$ cat src/rtl/transmissao_pkg.sv
// Shared definitions for the multichannel measurement transmitter:
// FSM state codes and the ASCII bytes placed on the UART.
package transmissao_pkg;

    typedef enum logic [3:0] {
        IDLE             = 4'd0,
        CAPTURA          = 4'd1,
        CONVERTE         = 4'd2,
        ESPERA_CONVERTE  = 4'd3,
        TRANSMITE_DIGITO = 4'd4,
        ESPERA_DIGITO    = 4'd5,
        PROXIMO_DIGITO   = 4'd6,
        TRANSMITE_SEP    = 4'd7,
        ESPERA_SEP       = 4'd8,
        PROXIMO_CANAL    = 4'd9,
        FIM              = 4'd10
    } estado_t;

    localparam logic [7:0] ASCII_ZERO        = 8'h30;
    localparam logic [7:0] ASCII_NOVE        = 8'h39;
    localparam logic [7:0] SEPARADOR_PADRAO  = 8'h2C;
    localparam logic [7:0] TERMINADOR_PADRAO = 8'h23;

endpackage

$ cat src/rtl/transmissao_medidas_multicanal_conversor_bcd.sv
// Sequential shift-add-3 binary to BCD converter. pronto pulses LARGURA+1
// cycles after inicia; bcd holds the result until the next inicia.
module conversor_bcd #(
    parameter int LARGURA = 12,
    parameter int DIGITOS = 5
) (
    input  logic                   clock,
    input  logic                   reset,
    input  logic                   inicia,
    input  logic [LARGURA-1:0]     binario,
    output logic [4*DIGITOS-1:0]   bcd,
    output logic                   pronto
);

    localparam int NB = 4 * DIGITOS;
    localparam int CW = $clog2(LARGURA + 1);

    logic [LARGURA-1:0] bin_q, bin_d;
    logic [NB-1:0]      bcd_q, bcd_d, ajuste;
    logic [CW-1:0]      cnt_q, cnt_d;
    logic               ativo_q, ativo_d, pronto_q, pronto_d, ovf_q, ovf_d;

    always_comb begin
        ajuste = bcd_q;
        for (int i = 0; i < DIGITOS; i++)
            if (bcd_q[4*i +: 4] >= 4'd5) ajuste[4*i +: 4] = bcd_q[4*i +: 4] + 4'd3;
    end

    always_comb begin
        bin_d    = bin_q;
        bcd_d    = bcd_q;
        cnt_d    = cnt_q;
        ativo_d  = ativo_q;
        ovf_d    = ovf_q;
        pronto_d = 1'b0;
        if (inicia) begin
            bin_d   = binario;
            bcd_d   = '0;
            cnt_d   = CW'(LARGURA);
            ativo_d = 1'b1;
            ovf_d   = 1'b0;
        end else if (ativo_q) begin
            // a bit falling off the top digit means the value does not fit
            ovf_d = ovf_q | ajuste[NB-1];
            bcd_d = {ajuste[NB-2:0], bin_q[LARGURA-1]};
            bin_d = bin_q << 1;
            cnt_d = cnt_q - CW'(1);
            if (cnt_q == CW'(1)) begin
                ativo_d  = 1'b0;
                pronto_d = 1'b1;
            end
        end
    end

    always_ff @(posedge clock or posedge reset) begin
        if (reset) begin
            bin_q    <= '0;
            bcd_q    <= '0;
            cnt_q    <= '0;
            ativo_q  <= 1'b0;
            pronto_q <= 1'b0;
            ovf_q    <= 1'b0;
        end else begin
            bin_q    <= bin_d;
            bcd_q    <= bcd_d;
            cnt_q    <= cnt_d;
            ativo_q  <= ativo_d;
            pronto_q <= pronto_d;
            ovf_q    <= ovf_d;
        end
    end

    // overflow forces the top digit nonzero so the consumer saturates
    assign bcd    = {bcd_q[NB-1 -: 4] | {3'b000, ovf_q}, bcd_q[NB-5:0]};
    assign pronto = pronto_q;

endmodule

$ cat src/rtl/transmissao_medidas_multicanal.sv
// Snapshots N_CANAIS binary measurements and sends them over a UART as fixed
// width decimal ASCII fields, separated by SEPARADOR and ended by TERMINADOR.
module transmissao_medidas_multicanal
    import transmissao_pkg::*;
#(
    parameter int         N_CANAIS   = 2,
    parameter int         LARGURA    = 12,
    parameter int         DIGITOS    = 4,
    parameter logic [7:0] SEPARADOR  = SEPARADOR_PADRAO,
    parameter logic [7:0] TERMINADOR = TERMINADOR_PADRAO
) (
    input  logic                        clock,
    input  logic                        reset,
    input  logic                        transmite,
    input  logic [N_CANAIS*LARGURA-1:0] medidas,
    input  logic                        tx_pronto,
    output logic                        tx_partida,
    output logic [7:0]                  tx_dado,
    output logic                        ocupado,
    output logic                        pronto,
    output logic [3:0]                  db_estado
);

    localparam int NB = 4 * (DIGITOS + 1);

    estado_t                       estado_q, estado_d;
    logic [N_CANAIS*LARGURA-1:0]   snap_q, snap_d;
    logic [2:0]                    indice_q, indice_d, digito_q, digito_d;
    logic [7:0]                    tx_dado_q, tx_dado_d;
    logic [LARGURA-1:0]            canal_atual;
    logic [NB-1:0]                 conv_bcd;
    logic                          conv_pronto, ultimo, saturado;

    assign canal_atual = snap_q[int'(indice_q)*LARGURA +: LARGURA];
    assign ultimo      = (indice_q == 3'(N_CANAIS - 1));
    assign saturado    = |conv_bcd[NB-1 -: 4];

    conversor_bcd #(.LARGURA(LARGURA), .DIGITOS(DIGITOS + 1)) u_conv (
        .clock  (clock),
        .reset  (reset),
        .inicia (estado_q == CONVERTE),
        .binario(canal_atual),
        .bcd    (conv_bcd),
        .pronto (conv_pronto)
    );

    always_ff @(posedge clock or posedge reset) begin
        if (reset) estado_q <= IDLE;
        else       estado_q <= estado_d;
    end

    always_comb begin
        estado_d = estado_q;
        case (estado_q)
            IDLE:             if (transmite) estado_d = CAPTURA;
            CAPTURA:          estado_d = CONVERTE;
            CONVERTE:         estado_d = ESPERA_CONVERTE;
            ESPERA_CONVERTE:  if (conv_pronto) estado_d = TRANSMITE_DIGITO;
            TRANSMITE_DIGITO: estado_d = ESPERA_DIGITO;
            ESPERA_DIGITO:    if (tx_pronto) estado_d = PROXIMO_DIGITO;
            PROXIMO_DIGITO:   estado_d = (digito_q == 3'd0) ? TRANSMITE_SEP : TRANSMITE_DIGITO;
            TRANSMITE_SEP:    estado_d = ESPERA_SEP;
            ESPERA_SEP:       if (tx_pronto) estado_d = ultimo ? FIM : PROXIMO_CANAL;
            PROXIMO_CANAL:    estado_d = CONVERTE;
            FIM:              estado_d = IDLE;
            default:          estado_d = IDLE;
        endcase
    end

    always_comb begin
        tx_partida = (estado_q == TRANSMITE_DIGITO) || (estado_q == TRANSMITE_SEP);
        ocupado    = (estado_q != IDLE);
        pronto     = (estado_q == FIM);
        db_estado  = estado_q;
        tx_dado    = tx_dado_q;
    end

    // tx_dado is loaded on entry to a TRANSMITE state so the byte is already
    // registered during the tx_partida cycle
    always_comb begin
        logic [3:0] dig;
        snap_d    = snap_q;
        indice_d  = indice_q;
        digito_d  = digito_q;
        tx_dado_d = tx_dado_q;
        dig       = 4'd0;
        if (estado_q == CAPTURA) begin
            snap_d   = medidas;
            indice_d = 3'd0;
        end
        if (estado_q == PROXIMO_CANAL) indice_d = indice_q + 3'd1;
        if (estado_q == ESPERA_CONVERTE) digito_d = 3'(DIGITOS - 1);
        if (estado_q == PROXIMO_DIGITO && digito_q != 3'd0) digito_d = digito_q - 3'd1;
        if (estado_d == TRANSMITE_DIGITO) begin
            dig       = conv_bcd[int'(digito_d)*4 +: 4];
            tx_dado_d = saturado ? ASCII_NOVE : ASCII_ZERO + {4'h0, dig};
        end
        if (estado_d == TRANSMITE_SEP) tx_dado_d = ultimo ? TERMINADOR : SEPARADOR;
    end

    always_ff @(posedge clock or posedge reset) begin
        if (reset) begin
            snap_q    <= '0;
            indice_q  <= '0;
            digito_q  <= '0;
            tx_dado_q <= '0;
        end else begin
            snap_q    <= snap_d;
            indice_q  <= indice_d;
            digito_q  <= digito_d;
            tx_dado_q <= tx_dado_d;
        end
    end

endmodule

$ cat config.mk
export PLATFORM = sky130hd
export DESIGN_NAME = transmissao_medidas_multicanal
export DESIGN_NICKNAME = d
export VERILOG_FILES = /design/src/rtl/transmissao_pkg.sv /design/src/rtl/transmissao_medidas_multicanal_conversor_bcd.sv /design/src/rtl/transmissao_medidas_multicanal.sv
export SDC_FILE = /design/constraint.sdc
export NUM_CORES = 1
export LEC_CHECK = 0
export ABC_AREA = 1
export BUFFER_PORTS_ARGS = -buffer_cell sky130_fd_sc_hd__clkbuf_2
export CAP_MARGIN = 40
export CORE_ASPECT_RATIO = 0.8
export CORE_UTILIZATION = 55
export CTS_BUF_LIST = sky130_fd_sc_hd__clkbuf_8
export DETAILED_ROUTE_END_ITERATION = 8
export PLACE_DENSITY_LB_ADDON = 0.05
export SYNTH_ARGS = -nofsm -noshare
export SYNTH_HDL_FRONTEND = slang
export SYNTH_SLANG_ARGS = --single-unit
$ cat constraint.sdc
create_clock -name clock -period 2.31 [get_ports clock]
set_clock_uncertainty 0.1 [all_clocks]
set_input_delay 0.231 -clock clock [delete_from_list [all_inputs] [get_ports clock]]
set_output_delay 0.231 -clock clock [all_outputs]
set_load 0.03 [all_outputs]
==> qor.txt, run 1 <==
DRT Wirelength: 8360 microns
Worst Reg-to-Reg Cells: 9
Logic pwr share: 46.3%
Mapped Area: 0.00424 sq mm
CTS tree: yes
Seq/Total Area, Yosys: 46.7%
Hold Vio Cnt, Final: 0
worst-skew pair later-pin latency: 340 ps
Setup Viol. Count Final: 0
ys flop type: dfrtp_1
max layer used: met4
Max IR drop VDD: 0.569 mV
post-synthesis mux area share: 3.99%
adder-cell share of the synthesized area: 4.73%
Synth top area share: 46.7%
post-synthesis async set-or-reset flop share: 100%
largest net degree at the start of global routing: 58
CTS max path bufs: 2
post-synthesis sequential element count: 79
reg2reg start: db_estado[0]
Synth area leaders: dfrtp_1 47%, nand2_1 10%, inv_1 5.6%
cell count after synthesis: 510
setup TNS: 0 ps
Detailed Place HPWL: 6110 microns
Psw: 2.67 mW
GR Overflow Total: 0
period utilization: 85.0%
Compound-Gate Fraction of Synth Area: 11.3%
total global-route track usage: 22.5%
number of antenna violations at the first check in global routing: 0
TritonCTS Buffers: 9
largest family of logic cells by synthesized area: simple AND/OR/NAND/NOR gates
Die Ht: 80.5 microns
Critical Path RT: 2470 ps
Internal Power: 3.52 mW
sequential power share: 37.3%
final estimated routing congestion in global placement: 0.819
area delta synth->final: 12.3%
Critical R2R Capture: u_conv.bin_q[2]
Clk network pwr share: 16.5%
Placement Cell Area: 0.00455 sq mm
Nets: 599
clk slew on worst S/H paths: 90 ps
clk sink count: 79
drt first pass iters: 5
synthesized area per cell: 8.31 sq um
most numerous cell in the Yosys netlist: nand2_1
drt drc: 0
Distinct cells, synth: 38
fraction of layout cells with a size suffix above 1: 19.1%
area leader, netlist: dfrtp_1
die width: 100 microns
Synth Area in XOR/XNOR: 0.620%
Post-synth EDFFs: 0
Max Transition Viols Final: 0
Starting Density: 57.0%
Routed Antenna Nets: 0
Worst Path Arrival: 2130 ps
Hold Path Stages: 2
Starting DRT DRC Count: 159
Max-Cap Viols: 0
worst-margin pin slew: 508 ps
final design area excluding fillers: 0.00476 sq mm
IO Pins: 43
pwr dens: 1300 mW/mm^2
# diodes: 0
clk root buf: clkbuf_8
core area: 0.00743 sq mm
Met3 Routed Length: 358 microns
vias per cell: 5.16
Buffers on Ports: 40
critical path type: flop to flop
status: finished, final reports clean
Hold Crit Start: medidas[2]
fin util: 64.1%
Final min period: 1960 ps
slew margin rel.: 66.1%
row cnt: 28
Hold EP: snap_q[2]
top cells by count, synth: 116 x nand2_1, 79 x dfrtp_1, 63 x inv_1
Critical Path Source Type: flop
Post-Synth Simple-Gate Area: 24.8%
HP Class: input port to flop
H-tree depth: 3
crit-path max FO: 28
first-pass GRT wire length: 14200 microns
post-cts sizing count: 0
reg2reg setup slack: 350 ps
Crit. End Element: flop
WL/cell: 12.6 microns
RSZ-0062 raised after global routing: false
Met1 Wirelength: 4190 microns
leakage: 2.38 nW
switching portion of total power: 43.2%
vias in the first global route: 3072
fmax: 0.509 GHz
Yosys warnings: 0
vias: 3433
routed wl met2: 3760 microns
die area: 0.00806 sq mm
==> registers in the layout (all words and copies together) (netlist names) <==
| register | cells |
|---|---|
| tx_dado | 6 |
| u_conv.ovf_q | 1 |
| indice_q | 3 |
| digito_q | 3 |
| u_conv.pronto | 1 |
| u_conv.ativo_q | 1 |
| u_conv.bcd_q | 20 |
| u_conv.cnt_q | 4 |
| snap_q | 24 |
| u_conv.bin_q | 12 |
| db_estado | 4 |
==> layout by cell type (no fill, tap or decap), drive strengths merged, types with 2 or more instances in the layout <==
cell,instances
nand2,122
dfrtp,79
inv,71
clkbuf,49
nand3,48
nor2,48
o21ai,35
a21oi,21
ha,16
mux2,15
o22ai,13
or2,8
buf,5
o221ai,4
a31oi,4
clkinvlp,3
o211ai,2
nand4,2
xor2,2
o32ai,2
conb,2
nor3,2
==> kinds of logic after synthesis <==
logic type                 Yosys count
and+or+nand+nor                    231
buffers and inverters               82
AOI/OAI and AO/OA                   83
DFF                                 79
adders and majority gates           16
other                                1
xor gates and xnor gates             3
muxes                               15
==> per-stage QoR <==
| step | instances | setup WS (ps) | hold slack (ps) | power, mW |
|---|---|---|---|---|
| after floorplan | 511 | 534 | 281 | 4.52 |
| after CTS | 665 | 332 | 0.317 | 6.25 |
| after global routing | 665 | 141 | 4.10 | 6.76 |
| after global placement | 648 | 418 | 184 | 5.11 |
| after detailed placement | 648 | 370 | 186 | 5.20 |
| final | 665 | 346 | 13.5 | 6.19 |
==> power by group through the flow <==
stage / registers [mW] / clock network (mW) / logic [mW]
after floorplan: 2.32 / 0 / 2.20
after global placement: 2.32 / 0 / 2.79
after detailed placement: 2.33 / 0 / 2.87
after CTS: 2.31 / 1.05 / 2.89
after global routing: 2.38 / 1.11 / 3.27
final: 2.31 / 1.02 / 2.87
==> critical path, cell delays in order, from the launching register on <==
cell	delay, ps
dfrtp_1	430
inv_1	120
nand2_2	80
inv_2	120
nand2_2	190
inv_1	170
nor2_4	80
inv_2	350
nor2_1	90
a31oi_1	140
==> layer usage <==
metal,track usage (%),vias to the layer above
li1,-,1751
met2,34.0,71
met5,0,-
met1,33.0,1607
met3,4.44,4
met4,6.09,0
==> layout make-up <==
| class | count | area (sq um) |
|---|---|---|
| fill | 645 | 2670 |
| sequential | 79 | 1980 |
| multi-input combinational | 350 | 1930 |
| inverter | 69 | 263 |
| timing repair buffer | 46 | 260 |
| tap | 105 | 131 |
| clock buffer | 9 | 124 |
| clock inverter | 7 | 71.3 |
==> worst max path at each step <==
stage                             from               end  slack, ps
final                     db_estado[0]   u_conv.bin_q[2]        350
after detailed placement  db_estado[0]   u_conv.bcd_q[4]        370
after global placement    db_estado[0]  u_conv.bin_q[11]        420
after floorplan           db_estado[0]   u_conv.bin_q[1]        530
after global routing      db_estado[0]        tx_dado[1]        140
after CTS                 db_estado[0]   u_conv.bin_q[2]        330
==> repair_timing <==
action                    4_1_cts  5_1_grt
setup buffers                   0        0
hold buffers                    1        0
hold endpoints to repair       22        0
(Power assumes the default switching activity.)
==> run 2, diff against run 1 <==
--- a/config.mk
+++ b/config.mk
@@ -7,12 +7,13 @@
 export LEC_CHECK = 0
 export ABC_AREA = 1
 export BUFFER_PORTS_ARGS = -buffer_cell sky130_fd_sc_hd__clkbuf_2
-export CAP_MARGIN = 40
+export CAP_MARGIN = 0
 export CORE_ASPECT_RATIO = 0.8
-export CORE_UTILIZATION = 55
+export CORE_UTILIZATION = 56
 export CTS_BUF_LIST = sky130_fd_sc_hd__clkbuf_8
 export DETAILED_ROUTE_END_ITERATION = 8
 export PLACE_DENSITY_LB_ADDON = 0.05
 export SYNTH_ARGS = -nofsm -noshare
 export SYNTH_HDL_FRONTEND = slang
+export SYNTH_HIERARCHICAL = 1
 export SYNTH_SLANG_ARGS = --single-unit
==> run 2 against run 1 <==
Net effect:
- worst setup slack worse by 75 ps
- critical path depth fell by 2
- combinational power fell by 97%
- maximum frequency down 3.7%
- via count grew 2.0%
- global-route usage increased by 1.8 points
- worst hold slack improved by 5.5 ps
- power is 59% lower
- routed wire length rose by 8.1%
==> qor.txt, run 2 <==
status: finished, final reports clean (unchanged)
crit-path max FO: 21 (was 28)
cell family with most CP delay: simple AND/OR/NAND/NOR gates (was buffers and inverters)
CTS tree: yes (unchanged)
Post-synth EDFFs: 0 (unchanged)
Distinct cells, synth: 31 (was 38)
core area: 0.00760 sq mm (was 0.00743 sq mm)
DRT Wirelength: 9040 microns (was 8360 microns)
post-synthesis async set-or-reset flop share: 100% (unchanged)
commonest non-fill, non-tap cells in the layout: 122 x nand2_1, 79 x dfrtp_1, 65 x inv_1 (was 116 x nand2_1, 79 x dfrtp_1, 63 x inv_1)
Worst Path Arrival: 2190 ps (was 2130 ps)
critical path, cell by cell: inv_2 > nor2_4 > nand2_1 > inv_1 > nor2_4 > inv_2 > o221ai_1 (was inv_1 > nand2_2 > inv_2 > nand2_2 > inv_1 > nor2_4 > inv_2 > nor2_1 > a31oi_1)
Starting DRT DRC Count: 192 (was 159)
number of antenna violations at the first check in global routing: 0 (unchanged)
leakage: 2.42 nW (was 2.38 nW)
Starting Density: 59.2% (was 57.0%)
Hold Crit Start: medidas[2] (unchanged)
setup TNS: 0 ps (unchanged)
Setup Viol. Count Final: 0 (unchanged)
area delta synth->final: 9.23% (was 12.3%)
vias in the first global route: 3252 (was 3072)
first-pass GRT wire length: 15400 microns (was 14200 microns)
Yosys warnings: 6 (was 0)
Hold Vio Cnt, Final: 0 (unchanged)
Die Ht: 82.2 microns (was 80.5 microns)
CP max stage delay: 470 ps (was 430 ps)
RSZ-0062 raised after global routing: false (unchanged)
Max IR drop VDD: 0.276 mV (was 0.569 mV)
Detailed Place HPWL: 6600 microns (was 6110 microns)
ys flop type: dfrtp_1 (unchanged)
clk sink count: 79 (unchanged)
vias: 3502 (was 3433)
drt drc: 0 (unchanged)
row cnt: 28 (unchanged)
max reg flops: 24 (unchanged)
# diodes: 0 (unchanged)
WL/cell: 13.3 microns (was 12.6 microns)
HP Class: input port to flop (unchanged)
synthesized area per cell: 8.41 sq um (was 8.31 sq um)
critical path launch point: db_estado[1] (was db_estado[0])
IO Pins: 43 (unchanged)
Crit. End Element: flop (unchanged)
Max-Cap Viols: 0 (unchanged)
Max Transition Viols Final: 0 (unchanged)
worst-margin pin slew: 548 ps (was 508 ps)
reg2reg start: db_estado[1] (was db_estado[0])
TritonCTS Buffers: 9 (unchanged)
post-synthesis sequential element count: 79 (unchanged)
vias per cell: 5.17 (was 5.16)
die width: 102 microns (was 100 microns)
CP max-delay cell: dfrtp_1 (unchanged)
Routed Antenna Nets: 0 (unchanged)
biggest regs: snap_q x24, u_conv/bcd_q x20, u_conv/bin_q x12 (was snap_q x24, u_conv.bcd_q x20, u_conv.bin_q x12)
die area: 0.00840 sq mm (was 0.00806 sq mm)
Buffers on Ports: 40 (unchanged)
post-cts sizing count: 0 (unchanged)
pwr dens: 516 mW/mm^2 (was 1300 mW/mm^2)
most numerous cell in the Yosys netlist: nand2_1 (unchanged)
cell count after synthesis: 535 (was 510)
largest net degree at the start of global routing: 41 (was 58)
drt first pass iters: 4 (was 5)
total global-route track usage: 24.4% (was 22.5%)
Setup Fix Bufs, Post-CTS: 0 (unchanged)
Nets: 612 (was 599)
period utilization: 88.3% (was 85.0%)
H-tree depth: 3 (unchanged)
clk slew on worst S/H paths: 80 ps (was 90 ps)
critical path type: flop to flop (unchanged)
worst hold slack: 19.0 ps (was 13.5 ps)
Synth top area share: 43.9% (was 46.7%)
# fillers: 686 (was 645)
final estimated routing congestion in global placement: 0.839 (was 0.819)
CTS max path bufs: 2 (unchanged)
Seq/Total Area, Yosys: 43.9% (was 46.7%)
clk root buf: clkbuf_8 (unchanged)
slew margin rel.: 63.4% (was 66.1%)
fmax: 0.490 GHz (was 0.509 GHz)
Critical Path RT: 2460 ps (was 2470 ps)
Top reg by flops: snap_q (unchanged)
WP buf/inv: 3 (was 4)
fraction of layout cells with a size suffix above 1: 22.2% (was 19.1%)
Mapped Area: 0.00450 sq mm (was 0.00424 sq mm)
area leader, netlist: dfrtp_1 (unchanged)
worst-skew pair later-pin latency: 340 ps (about the same)
Synth area leaders: dfrtp_1 44%, nand2_1 10%, mux2_2 6.0% (was dfrtp_1 47%, nand2_1 10%, inv_1 5.6%)
Final min period: 2040 ps (was 1960 ps)
top cells by count, synth: 122 x nand2_1, 79 x dfrtp_1, 64 x inv_1 (was 116 x nand2_1, 79 x dfrtp_1, 63 x inv_1)
Critical Path Source Type: flop (unchanged)
GR Overflow Total: 0 (unchanged)
leading cell type in the layout, fill and taps excluded: nand2_1 (unchanged)
-- run 2: through the flow --
step	worst slack [ps]	power, mW	util, %	cells	area (sq um)
after global routing	87.3	2.65	64.7	678	4920
after detailed placement	317	1.53	61.3	656	4660
after floorplan	493	1.49	-	536	4500
final	271	2.54	64.7	678	4920
after global placement	403	1.53	61.3	656	4660
after CTS	300	2.55	64.0	673	4870
-- run 2: final timing paths --
check | to | slack [ps] | cells past startpoint
setup reg to reg | u_conv/bin_q[10] | 270 | 7
hold / removal | snap_q[2] | 20 | 2
setup / recovery | u_conv/bin_q[10] | 270 | 7
min in group asynchronous | tx_dado[5] | 440 | 4
max in group asynchronous | snap_q[16] | 1300 | 4
hold reg to reg | tx_dado[5] | 370 | 1
-- run 2: what timing repair did --
item | 4_1_cts | 5_1_grt
endpoints found under the setup margin | 0 | 0
hold endpoints to repair | 79 | 5
hold buffers | 1 | 5
-- run 2: power by group --
| part | internal, mW | switching, mW |
|---|---|---|
| registers | 1.40 | 0.0113 |
| logic | 0.0466 | 0.0505 |
| clock network | 0.525 | 0.501 |
-- run 2: metal layers --
metal / track usage (%) / routed length [microns]
met3: 6.57 / 418
met5: 0 / 0
met2: 37.7 / 4080
met4: 4.86 / 60
met1: 34.6 / 4480
-- run 2: layout make-up --
type,instances,area [sq um],share of cell area (%)
inverter,74,278,5.65
clock inverter,6,60.1,1.22
tap,105,131,2.67
clock buffer,10,138,2.80
multi-input combinational,349,2000,40.8
timing repair buffer,55,328,6.67
sequential,79,1980,40.2
-- run 2: logic make-up (layout without fill, tap and decap cells) --
group / after synthesis / after routing / share of synthesized area (%)
compound gates: 66 / 66 / 9.87
xor+xnor: 3 / 3 / 0.584
flops: 79 / 79 / 43.9
fa+ha+maj: 16 / 16 / 4.45
buf+inv: 108 / 145 / 11.6
mux: 24 / 24 / 6.01
simple gates: 238 / 238 / 23.5
other cells: 1 / 2 / 0.0833
